[src/rtl/exec_block_pipe.sv]
`default_nettype none
// ============================================================================
// Module  : exec_block_pipe
// Brief   : 2-stage (EX/WB) execution block: register file, B-operand mux,
//           immediate extender, ALU and write-back mux with EX->read forwarding.
//           Define EXEC_MUL_EN to build in the multi-cycle shift-add multiplier.
// Revision: 1.0
// ============================================================================
module exec_block_pipe #(
  parameter int DATA_W = 8,
  parameter int REG_AW = 3
) (
  input  logic                  clk,
  input  logic                  rst,
  input  logic [4*REG_AW-1:0]   instruction,
  input  logic [DATA_W-1:0]     dataInReg,
  input  logic [4:0]            opALU,
  input  logic [1:0]            selB,
  input  logic                  selAw,
  input  logic                  selD,
  input  logic                  wR,
  input  logic                  in_valid,
  output logic                  in_ready,
  output logic                  out_valid,
  output logic [DATA_W-1:0]     outALU,
  output logic [DATA_W-1:0]     dataOutReg,
  output logic [DATA_W-1:0]     label,
  output logic                  CO,
  output logic                  OV,
  output logic                  Z
);

  localparam int         c_IMM_W  = 2 * REG_AW;
  localparam int         c_NREG   = 2 ** REG_AW;
  localparam logic [4:0] c_OP_ADD = 5'd0;
  localparam logic [4:0] c_OP_SUB = 5'd1;
  localparam logic [4:0] c_OP_AND = 5'd2;
  localparam logic [4:0] c_OP_OR  = 5'd3;
  localparam logic [4:0] c_OP_XOR = 5'd4;
  localparam logic [4:0] c_OP_SLL = 5'd5;
  localparam logic [4:0] c_OP_MUL = 5'd16;

  logic [DATA_W-1:0]        r_regs [c_NREG];

  logic                     r_exValid;
  logic [DATA_W-1:0]        r_exA, r_exB, r_exQB, r_exDin;
  logic [c_IMM_W-1:0]       r_exImm;
  logic [4:0]               r_exOp;
  logic                     r_exSelD, r_exWR;
  logic [REG_AW-1:0]        r_exWAddr;

  logic                     r_outValid, r_co, r_ov, r_z;
  logic [DATA_W-1:0]        r_outALU, r_dataOut, r_label;

  logic [REG_AW-1:0]        w_aRA, w_aRB, w_aRW, w_wAddr;
  logic [c_IMM_W-1:0]       w_imm;
  logic signed [c_IMM_W-1:0] w_immS;
  logic [DATA_W-1:0]        w_qA, w_qB, w_opB, w_wbData;
  logic                     w_accept, w_exAdvance, w_fwdEn;
  logic [DATA_W:0]          w_sum;
  logic [DATA_W-1:0]        w_f;
  logic                     w_co, w_ov, w_z;

  assign w_aRA   = instruction[4*REG_AW-1:3*REG_AW];
  assign w_aRB   = instruction[3*REG_AW-1:2*REG_AW];
  assign w_aRW   = instruction[2*REG_AW-1:REG_AW];
  assign w_imm   = instruction[c_IMM_W-1:0];
  assign w_immS  = w_imm;
  assign w_wAddr = selAw ? w_aRW : w_aRB;
  assign w_accept = in_valid & in_ready;

  // The EX instruction retires on the same edge the new one is read, so its
  // write data bypasses the register file.
  assign w_wbData = r_exSelD ? w_f : r_exDin;
  assign w_fwdEn  = r_exValid & r_exWR & w_exAdvance;
  assign w_qA = (w_fwdEn && (r_exWAddr == w_aRA)) ? w_wbData : r_regs[w_aRA];
  assign w_qB = (w_fwdEn && (r_exWAddr == w_aRB)) ? w_wbData : r_regs[w_aRB];

  always_comb begin
    w_opB = '0;
    case (selB)
      2'd1:    w_opB = w_qB;
      2'd2:    w_opB = DATA_W'(w_imm);
      2'd3:    w_opB = DATA_W'(w_immS);
      default: w_opB = '0;
    endcase
  end

`ifdef EXEC_MUL_EN
  localparam int c_CNT_W = $clog2(DATA_W);

  typedef enum logic [1:0] {
    S_IDLE = 2'd0,
    S_MUL  = 2'd1,
    S_DONE = 2'd2
  } state_t;

  state_t                   r_state, w_stateNext;
  logic [2*DATA_W-1:0]      r_mulAcc, r_mulMcand;
  logic [DATA_W-1:0]        r_mulMplier;
  logic [c_CNT_W-1:0]       r_mulCnt;
  logic                     w_mulIssue;

  assign w_mulIssue  = w_accept && (opALU == c_OP_MUL);
  assign in_ready    = (r_state != S_MUL);
  assign w_exAdvance = (r_state != S_MUL);

  always_ff @(posedge clk or negedge rst) begin
    if (!rst) r_state <= S_IDLE;
    else      r_state <= w_stateNext;
  end

  always_comb begin
    w_stateNext = r_state;
    case (r_state)
      S_IDLE:  if (w_mulIssue) w_stateNext = S_MUL;
      S_MUL:   if (r_mulCnt == c_CNT_W'(DATA_W - 1)) w_stateNext = S_DONE;
      S_DONE:  w_stateNext = w_mulIssue ? S_MUL : S_IDLE;
      default: w_stateNext = S_IDLE;
    endcase
  end

  // Operands are captured at issue so the first shift-add step happens on the next edge.
  always_ff @(posedge clk or negedge rst) begin
    if (!rst) begin
      r_mulAcc    <= '0;
      r_mulMcand  <= '0;
      r_mulMplier <= '0;
      r_mulCnt    <= '0;
    end else if (w_mulIssue) begin
      r_mulAcc    <= '0;
      r_mulMcand  <= {{DATA_W{1'b0}}, w_qA};
      r_mulMplier <= w_opB;
      r_mulCnt    <= '0;
    end else if (r_state == S_MUL) begin
      if (r_mulMplier[0]) r_mulAcc <= r_mulAcc + r_mulMcand;
      r_mulMcand  <= r_mulMcand << 1;
      r_mulMplier <= r_mulMplier >> 1;
      r_mulCnt    <= r_mulCnt + 1'b1;
    end
  end
`else
  assign in_ready    = 1'b1;
  assign w_exAdvance = 1'b1;
`endif

  always_comb begin
    w_sum = '0;
    w_f   = r_exA;
    w_co  = 1'b0;
    w_ov  = 1'b0;
    case (r_exOp)
      c_OP_ADD: begin
        w_sum = {1'b0, r_exA} + {1'b0, r_exB};
        w_f   = w_sum[DATA_W-1:0];
        w_co  = w_sum[DATA_W];
        w_ov  = (r_exA[DATA_W-1] == r_exB[DATA_W-1]) && (w_f[DATA_W-1] != r_exA[DATA_W-1]);
      end
      c_OP_SUB: begin
        w_sum = {1'b0, r_exA} + {1'b0, ~r_exB} + {{DATA_W{1'b0}}, 1'b1};
        w_f   = w_sum[DATA_W-1:0];
        w_co  = w_sum[DATA_W];
        w_ov  = (r_exA[DATA_W-1] != r_exB[DATA_W-1]) && (w_f[DATA_W-1] != r_exA[DATA_W-1]);
      end
      c_OP_AND: w_f = r_exA & r_exB;
      c_OP_OR:  w_f = r_exA | r_exB;
      c_OP_XOR: w_f = r_exA ^ r_exB;
      c_OP_SLL: w_f = r_exA << r_exB[2:0];
      c_OP_MUL: begin
`ifdef EXEC_MUL_EN
        w_f  = r_mulAcc[DATA_W-1:0];
        w_co = |r_mulAcc[2*DATA_W-1:DATA_W];
`else
        w_f  = '0;
`endif
      end
      default:  w_f = r_exA;
    endcase
    w_z = (w_f == '0);
  end

  always_ff @(posedge clk or negedge rst) begin
    if (!rst) begin
      for (int i = 0; i < c_NREG; i++) r_regs[i] <= '0;
      r_exValid  <= 1'b0;
      r_exA      <= '0;
      r_exB      <= '0;
      r_exQB     <= '0;
      r_exDin    <= '0;
      r_exImm    <= '0;
      r_exOp     <= '0;
      r_exSelD   <= 1'b0;
      r_exWR     <= 1'b0;
      r_exWAddr  <= '0;
      r_outValid <= 1'b0;
      r_outALU   <= '0;
      r_dataOut  <= '0;
      r_label    <= '0;
      r_co       <= 1'b0;
      r_ov       <= 1'b0;
      r_z        <= 1'b0;
    end else if (w_exAdvance) begin
      r_exValid  <= w_accept;
      if (w_accept) begin
        r_exA     <= w_qA;
        r_exB     <= w_opB;
        r_exQB    <= w_qB;
        r_exDin   <= dataInReg;
        r_exImm   <= w_imm;
        r_exOp    <= opALU;
        r_exSelD  <= selD;
        r_exWR    <= wR;
        r_exWAddr <= w_wAddr;
      end
      r_outValid <= r_exValid;
      if (r_exValid) begin
        r_outALU  <= w_f;
        r_co      <= w_co;
        r_ov      <= w_ov;
        r_z       <= w_z;
        r_dataOut <= r_exQB;
        r_label   <= DATA_W'(r_exImm);
        if (r_exWR) r_regs[r_exWAddr] <= w_wbData;
      end
    end else begin
      r_outValid <= 1'b0;
    end
  end

  assign out_valid  = r_outValid;
  assign outALU     = r_outALU;
  assign dataOutReg = r_dataOut;
  assign label      = r_label;
  assign CO         = r_co;
  assign OV         = r_ov;
  assign Z          = r_z;

endmodule
`default_nettype wire

[config.mk]
export PLATFORM = sky130hd
export DESIGN_NAME = exec_block_pipe
export DESIGN_NICKNAME = d
export VERILOG_FILES = /design/src/rtl/exec_block_pipe.sv
export SDC_FILE = /design/constraint.sdc
export NUM_CORES = 1
export LEC_CHECK = 0
export ABC_AREA = 1
export BUFFER_PORTS_ARGS = -buffer_cell sky130_fd_sc_hd__buf_2
export CAP_MARGIN = 20
export CORE_MARGIN = 8
export CORE_UTILIZATION = 60
export CTS_BUF_LIST = sky130_fd_sc_hd__clkbuf_8 sky130_fd_sc_hd__clkbuf_16
export CTS_CLUSTER_SIZE = 25
export DETAILED_ROUTE_END_ITERATION = 8
export PLACE_DENSITY = 0.76
export SLEW_MARGIN = 20
export SYNTH_ARGS = -nofsm -noshare
export SYNTH_HDL_FRONTEND = slang
export SYNTH_SLANG_ARGS = --single-unit
[constraint.sdc]
create_clock -name clk -period 2.6 [get_ports clk]
set_clock_uncertainty 0.1 [all_clocks]
set_input_delay 0.39 -clock clk [delete_from_list [all_inputs] [get_ports clk]]
set_output_delay 0.39 -clock clk [all_outputs]
set_load 0.005 [all_outputs]
-- Word level (Yosys, flattened, before mapping)
Cells that the tools add are included.
W data, S select, Z words.
- register bits after elaboration: 139
- bits of input ports: 33
- output and inout port bits: 29
- logic and storage cells: 81
- add/subtract/negate cells: 3
- magnitude comparators: 4
- eq/ne operators: 15
- shifts and indexed selects: 1
- mux-type cells: 17
- bitwise operators: 8
- reductions and logical operators: 8
- operators by type and width (operator ; number):
    $bwmux W64 ; 1
    $mux W8 ; 8
    $pmux W8 S7 ; 1
    $bmux W8 S3 ; 2
    $demux W8 S3 ; 1
    $pmux W8 S3 ; 1
    $add A8 B8 Y9 ; 2
    $ge A4 B4 Y1 const B ; 3
    $not A3 Y4 ; 3
    $eq A5 B2 Y1 const B ; 2
    $eq A5 B3 Y1 const B ; 2
    $add A9 B1 Y9 const B ; 1
    $and A8 B8 Y8 ; 1
    $logic_not A8 Y1 ; 1
    $not A8 Y8 ; 1
    $or A8 B8 Y8 ; 1
    $shl A8 B3 Y8 ; 1
    $xor A8 B8 Y8 ; 1
    $eq A3 B3 Y1 ; 2
    $eq A5 B1 Y1 const B ; 1
    $eq A5 B5 Y1 const B ; 1
    $logic_and A1 B1 Y1 ; 5
    $logic_not A5 Y1 ; 1
    $eq A2 B2 Y1 const B ; 2
    other kinds (8) ; 11

-- Longest topological paths before layout
Gate-level depths: netlist of the first run.
- depth after elaboration: 7
- mapped depth: 17
- gate-level depth less buffers: 16

-- Worst setup path before layout of the first run
No wires, ideal clock.
- kind: register -> register
- from: register r_exB[1]
- to: register r_exB[4]
- setup time: 0.125 ns
- arrival time: 2.114 ns
- required time: 2.375 ns
- path slack: 0.261 ns
- stages on the path, launching flop included: 16
- buffers on the path: 1
- clock period less this slack: 2.339 ns
- cell sequence: dfrtp_1 buf_4 clkinv_1 fa_1 inv_1 nand3_1 nand2_1 a21oi_1 o21ai_0 o211ai_1 nor2_1 nand3b_1 nand2_2 nand2_1 nand2_1 o21bai_1
- cells in the longest elaborated chain, start to end: 7
- elaborated cells between the ends (all ways): 9
- classes of those cells: add/sub (3); shift (1); mux (4); bitwise (1)
- RTL lines (what ; RTL line ; source):
    start, declared ; 46 ; logic [DATA_W-1:0] r_exA, r_exB, r_exQB, r_exDin;
    start signal, assigned ; 206 ; r_exB <= w_opB;
    $not A8 Y8 ; 160 ; w_sum = {1'b0, r_exA} + {1'b0, ~r_exB} + {{DATA_W{1'b0}}, 1'b1};
    $add A8 B8 Y9 ; 160 ;
    $add A9 B1 Y9 ; 160 ;
    $pmux W8 S7 * ; 152 ; case (r_exOp)
    $mux W8 * ; 74 ; assign w_wbData = r_exSelD ? w_f : r_exDin;
    $mux W8 * ; 77 ; assign w_qB = (w_fwdEn && (r_exWAddr == w_aRB)) ? w_wbData : r_regs[w_aRB];
    $pmux W8 S3 * ; 81 ; case (selB)
Mark *: on every way between the ends. The rest lies on a longest branch, timed or not.
A chain may end at the register's enable or synchronous reset.

-- Final worst setup path of the first run
- from: register r_exA[0]
- to: register r_exB[4]
- cells in the longest elaborated chain, start to end: 6
- elaborated cells between the ends (all ways): 8
- classes of those cells: add/sub (3); shift (1); mux (4)
- RTL lines (what ; RTL line ; source):
    start, declared ; 46 ;
    start signal, assigned ; 205 ; r_exA <= w_qA;
    $add A8 B8 Y9 ; 160 ;
    $add A9 B1 Y9 ; 160 ;
    $pmux W8 S7 * ; 152 ;
    $mux W8 * ; 74 ;
    $mux W8 * ; 77 ;
    $pmux W8 S3 * ; 81 ;
Marks and branches as above.

==> run summary, run 1 <==
Seq/Total Area, Yosys -> 41.4%
Fillers -> 1144
area share of the largest cell type after synthesis -> 41.4%
static leakage -> 4.78 nW
CP arrival -> 2850 ps
Max Slew Vio Count -> 0
Max Root-Sink Buffers -> 2
root buffer cell -> clkbuf_16
drt via density -> 5.91
CTS Buf Count -> 17
Post-synth EDFFs -> 0
max-cap viol count -> 0
Initial Utilization -> 61.0%
final hold viol count -> 0
Fmax achieved -> 379 MHz
layout cells sized above 1 -> 18.7%
Top FF cell, synth -> dfrtp_1
core area -> 13800 µm²
ranking of synthesized cells by area -> dfrtp_1 41%, nand2_1 13%, o21ai_0 9.6%, nor2_1 4.6%, inv_1 4.2%
synth warn -> 0
Switching Share -> 37.1%
fin crit share -> 101%
WL final -> 26.0 mm
Routability Congestion -> 1.00
full die area -> 18100 µm²
setup ws final -> -35.7 ps
die span in x -> 134 µm
TritonRoute pass-1 iters -> 8
dominant cell type by area after synthesis -> dfrtp_1
IO Count -> 62
CTS Sinks -> 139
most frequent cell after synthesis -> nand2_1
Worst setup EP type -> flop
startpoint class of the critical path -> flop
H-tree depth -> 4
Gate power share -> 29.7%
Synth cell types -> 56
worst skew pair latency -> 430 ps
vias in the first global route -> 7680
WL/cell -> 18.5 µm
power per standard cell area -> 802 nW/µm²
post-DP HPWL -> 18.9 mm
Seq cells post-synth -> 139
Worst Max-Slew Pin Slew -> 534 ps
Nets -> 1278
Worst EP required -> 2810 ps
Synth Area in Simple Gates -> 26.9%
first-pass GRT wire length -> 40.8 mm
TritonCTS clock tree -> built
height of the die -> 134 µm
maximum vdd drop -> 763 µV
synth cell count leaders -> 284 x nand2_1, 161 x o21ai_0, 139 x dfrtp_1
Switch Pwr -> 2.93 mW
Routed Antenna Nets -> 0
global-route usage over all layers -> 28.6%
clock power share -> 31.1%
fin crit period -> 2640 ps
initial antenna violation count -> 0
Compound-Gate Fraction of Synth Area -> 18.7%
Critical Path Fanout Max -> 3
DRC errors left -> 0
main combinational cell family by area after synthesis -> simple AND/OR/NAND/NOR gates
Crit Path Class -> reg2reg
setup violators final -> 7
number of port buffers -> 58
P&R area growth vs syn -> 17.3%
xor/xnor share of the synthesized area -> 0.625%
Final Power -> 7.91 mW
Worst slew margin -> 64.3%
Initial DRC Count -> 984
synthesized cell area -> 8410 µm²
hold_ws -> 55.1 ps
post-synthesis adder-cell area fraction -> 4.20%
syn_area_per_cell -> 7.41 µm²
failing checks -> negative setup slack
status -> finished with violations
RSZ-0062 raised after global routing -> true
sequential share of power -> 39.2%
worst hold path class -> in2reg
Async SR Flop Fraction -> 100%
grt ovf -> 0
Via Count -> 8334
Pint -> 4.98 mW
Cells after Synth -> 1135
pin count of the biggest net entering global routing -> 55
setup TNS -> -167 ps
Clock transition at path regs -> 70 ps
row cnt -> 43
ANT cells -> 0
post-synthesis mux area share -> 0%
## flip-flops by register name (all words and copies together), names as in the netlist, 3 cells and up
| register | flops |
|---|---|
| r_regs | 64 |
| dataOutReg | 8 |
| outALU | 8 |
| r_exA | 8 |
| r_exB | 8 |
| r_exDin | 8 |
| r_exQB | 8 |
| label | 6 |
| r_exImm | 6 |
| r_exOp | 5 |
| r_exWAddr | 3 |
## timing repair
| action | CTS | global route |
|---|---|---|
| resized for setup | 1 | 33 |
| endpoints found under the hold margin | 51 | 0 |
| cloned | 1 | 0 |
| pin swaps | 1 | 8 |
| buffers inserted | 3 | 3 |
| endpoints found under the setup margin | 2 | 36 |
| hold buffers | 1 | 0 |
## routing by layer
metal / wire (µm) / share of wire (%) / GRT usage (%)
met5: 0 / 0 / 0
met4: 1090 / 4.2 / 15.1
met3: 1780 / 6.8 / 5.80
met2: 12300 / 47 / 45.2
met1: 10900 / 42 / 36.5
## layout make-up
type / count / area [µm²] / share of cell area (%)
multi-input combinational: 831 / 4350 / 44.1
sequential: 139 / 3480 / 35.3
timing repair buffer: 116 / 776 / 7.87
inverter: 113 / 432 / 4.38
clock buffer: 17 / 425 / 4.31
tap: 180 / 225 / 2.28
clock inverter: 15 / 175 / 1.78
## placed cells by master (no fill, tap or decap), drive strengths merged, types with 10 or more instances in the layout
cell / count
nand2: 299
nor2: 106
a21oi: 64
o22ai: 17
clkinv: 10
clkbuf: 17
ha: 25
a31oi: 16
o21ai: 170
nand3: 75
dfrtp: 139
buf: 115
nand4: 10
inv: 116
## worst max-delay path, cell delays in order, from the launching register on
cell and delay [ps]:
dfrtp_2 460, inv_2 100, ha_4 120, inv_2 40, fa_2 410, inv_2 80
nor3_2 40, nor2_1 100, nand2_1 50, nand3_1 70, o211ai_1 160, nor2_1 210
nand3b_1 130, buf_6 160, nand2_4 90, nand2_2 60, nand2_2 70, o21bai_1 60
## worst paths after layout
path	start	to	slack, ps	cells after the start
max	r_exA[0]	r_exB[4]	-40	17
min	opALU[0]	r_exOp[0]	60	3
max reg2reg	r_exA[0]	r_exB[4]	-40	17
min reg2reg	label[4]	label[4]	370	2
max in group asynchronous	rst	r_regs[8]	1250	3
min in group asynchronous	rst	r_regs[29]	380	2
## power groups by stage
| stage | clock, mW | sequential (mW) | combinational (mW) |
|---|---|---|---|
| finish | 2.46 | 3.10 | 2.35 |
| CTS | 2.47 | 3.07 | 2.24 |
| detailed placement | 0 | 3.10 | 2.20 |
| floorplan | 0 | 3.02 | 1.48 |
| global placement | 0 | 3.09 | 2.15 |
| global route | 2.57 | 3.16 | 2.60 |
## cells by family (layout without fill, tap and decap cells)
family | after synthesis | after routing
other cells | 2 | 3
buf+inv | 167 | 261
compound gates | 287 | 287
flops | 139 | 139
xor+xnor | 6 | 6
fa+ha+maj | 27 | 27
simple gates | 507 | 508
## stage by stage
step	cells	instance area [µm²]	utilization, %	setup WS [ps]
2_1_floorplan	1136	8410	-	261
3_3_place_gp	1371	9090	66.0	56.9
3_5_place_dp	1371	9090	66.0	42.2
4_1_cts	1408	9730	70.7	15.9
5_1_grt	1411	9860	71.6	-113
6_report	1411	9860	71.6	-35.7
Note: power is estimated with default switching activity, not from simulation.
==> inputs of run 2 (changes only) <==
--- a/config.mk
+++ b/config.mk
@@ -10,3 +10,3 @@
 export CAP_MARGIN = 20
-export CORE_MARGIN = 8
+export CORE_MARGIN = 2
 export CORE_UTILIZATION = 60
@@ -15,3 +15,3 @@
 export DETAILED_ROUTE_END_ITERATION = 8
-export PLACE_DENSITY = 0.76
+export PLACE_DENSITY = 0.85
 export SLEW_MARGIN = 20
--- a/constraint.sdc
+++ b/constraint.sdc
@@ -4,2 +4,2 @@
 set_output_delay 0.39 -clock clk [all_outputs]
-set_load 0.005 [all_outputs]
+set_load 0.1 [all_outputs]
==> run 2 against run 1 <==
  * The run now ends clean
  * Worst setup slack improved by 89 ps
  * Cell count decreased by 0.64%
  * Power increased by 5.6%
  * Sequential power about the same
  * Die area decreased by 17%
==> run summary, run 2 (synthesis results as in run 1) <==
setup violators final -> 0
grt ovf -> 0
DRC errors left -> 0
WL/cell -> 18.3 µm
maximum vdd drop -> 516 µV
startpoint class of the critical path -> flop
pin count of the biggest net entering global routing -> 84
first-pass GRT wire length -> 40.4 mm
max reg flops -> 64
WL final -> 25.7 mm
Max Slew Vio Count -> 0
met2 global-route usage -> 56.4%
final hold viol count -> 0
static leakage -> 4.73 nW
Most common cell on crit path -> inv_1
CP arrival -> 2740 ps
CTS Buf Count -> 17
commonest non-fill, non-tap cell in the layout -> nand2_1
Reg with most FFs -> r_regs
status -> finished, final reports clean
M3 GR Usage -> 6.55%
root buffer cell -> clkbuf_16
CTS Sinks -> 139
Design Area, Final -> 9730 µm²
Routed Antenna Nets -> 0
worst hold path class -> in2reg
height of the die -> 122 µm
Worst EP required -> 2800 ps
H-tree depth -> 4
layout cells sized above 1 -> 17.4%
Nets -> 1269
row cnt -> 43
Clock transition at path regs -> 60 ps
TritonRoute pass-1 iters -> 6
ANT cells -> 0
worst skew pair latency -> 430 ps
Initial Utilization -> 61.0%
vias in the first global route -> 7811
Crit Path Class -> reg2reg
Post-Place Cell Area -> 9080 µm²
commonest non-fill, non-tap cells in the layout -> 284 x nand2_1, 160 x o21ai_0, 138 x dfrtp_1
Crit-path slowest cell -> dfrtp_1
met1 usage in global routing -> 46.0%
IO Count -> 62
Critical Path Fanout Max -> 8
Worst slew margin -> 59.7%
fin crit period -> 2550 ps
post-DP HPWL -> 18.4 mm
crit-path max cell delay -> 410 ps
P&R area growth vs syn -> 15.7%
number of port buffers -> 58
layer with the highest usage -> met2
global-route usage over all layers -> 35.1%
CP Cell Sequence -> inv_1, ha_1, inv_1, fa_2, inv_1, nor3_1, nor2_1, nand2_1, nand3_1, o211ai_1, nor2_1, nand3b_1, nand2_2, buf_12, o21ai_0
fin crit share -> 97.9%
TritonCTS clock tree -> built
max-cap viol count -> 0
Fmax achieved -> 393 MHz
Worst setup EP type -> flop
drt via density -> 6.06
Max Root-Sink Buffers -> 2
Initial DRC Count -> 1132
Via Count -> 8492
initial antenna violation count -> 0
power per standard cell area -> 858 nW/µm²
setup TNS -> 0 ps
full die area -> 15000 µm²
Worst Max-Slew Pin Slew -> 602 ps
core area -> 13800 µm²
die span in x -> 122 µm
Routability Congestion -> 0.980
## run 2: cell types whose count changed in the layout (fill, tap and decap cells not counted), moves of 3 or more
cell / before / now
buf_4: 53 / 45
ha_2: 1 / 5
ha_4: 4 / 0
inv_1: 87 / 90
inv_2: 19 / 15
o21ai_0: 156 / 160
o21ai_2: 7 / 3
## run 2: path summary, 6_finish.rpt
| check | to | start | slack (ps) | depth (start not counted) |
|---|---|---|---|---|
| hold reg to reg | label[3] | label[3] | 370 | 2 |
| max in group asynchronous | r_regs[49] | rst | 1530 | 3 |
| setup reg to reg | r_regs[36] | r_exA[0] | 50 | 15 |
| min in group asynchronous | r_exOp[4] | rst | 230 | 2 |
| setup / recovery | r_regs[36] | r_exA[0] | 50 | 15 |
| hold / removal | r_exOp[2] | opALU[2] | 60 | 3 |
## run 2: final cells by class
type                    count  area, µm²
clock buffers              17        425
clock inverters            15        165
fillers                  1103       4050
inverters                 113        434
multi-input cells         830       4280
flip-flops and latches    139       3480
well taps                 180        225
repair buffers            108        716
## run 2: where the power goes
part           switching, mW  internal [mW]  total, mW  leakage [nW]
Clock                   1.08           1.37       2.45         0.290
Sequential             0.392           2.71       3.10          1.74
Combinational           1.95          0.853       2.80          2.70
## run 2: layer usage
metal	wire [µm]	vias up
li1	-	3887
met1	10100	3930
met2	12000	555
met3	2440	120
met4	1150	0
met5	0	-
## run 2: critical path, delay by kind of cell (launching register included)
family,cells,cell delay (ps)
adder cells (fa/ha/maj),2,520
AO/OA/AOI/OAI,2,260
buffers and inverters,4,350
AND/OR/NAND/NOR,7,760
flip-flops,1,410
## run 2: what timing repair did
item / 4_1_cts / 5_1_grt
setup endpoints to repair: 0 / 30
hold buffers: 1 / 0
endpoints found under the hold margin: 139 / 0
setup buffers: 0 / 1
resized for setup: 0 / 18
## run 2: stage by stage
step | utilization, % | hold WS (ps) | instances | power, mW | setup WS (ps)
floorplan | - | -5.59 | 1136 | 4.99 | 261
global placement | 65.9 | 93.2 | 1368 | 5.72 | 96.5
detailed placement | 65.9 | 94.3 | 1368 | 5.80 | 46.4
CTS | 70.3 | 60.1 | 1401 | 8.24 | 22.4
global route | 70.6 | 83.2 | 1402 | 8.76 | -98.8
finish | 70.6 | 64.9 | 1402 | 8.35 | 53.6
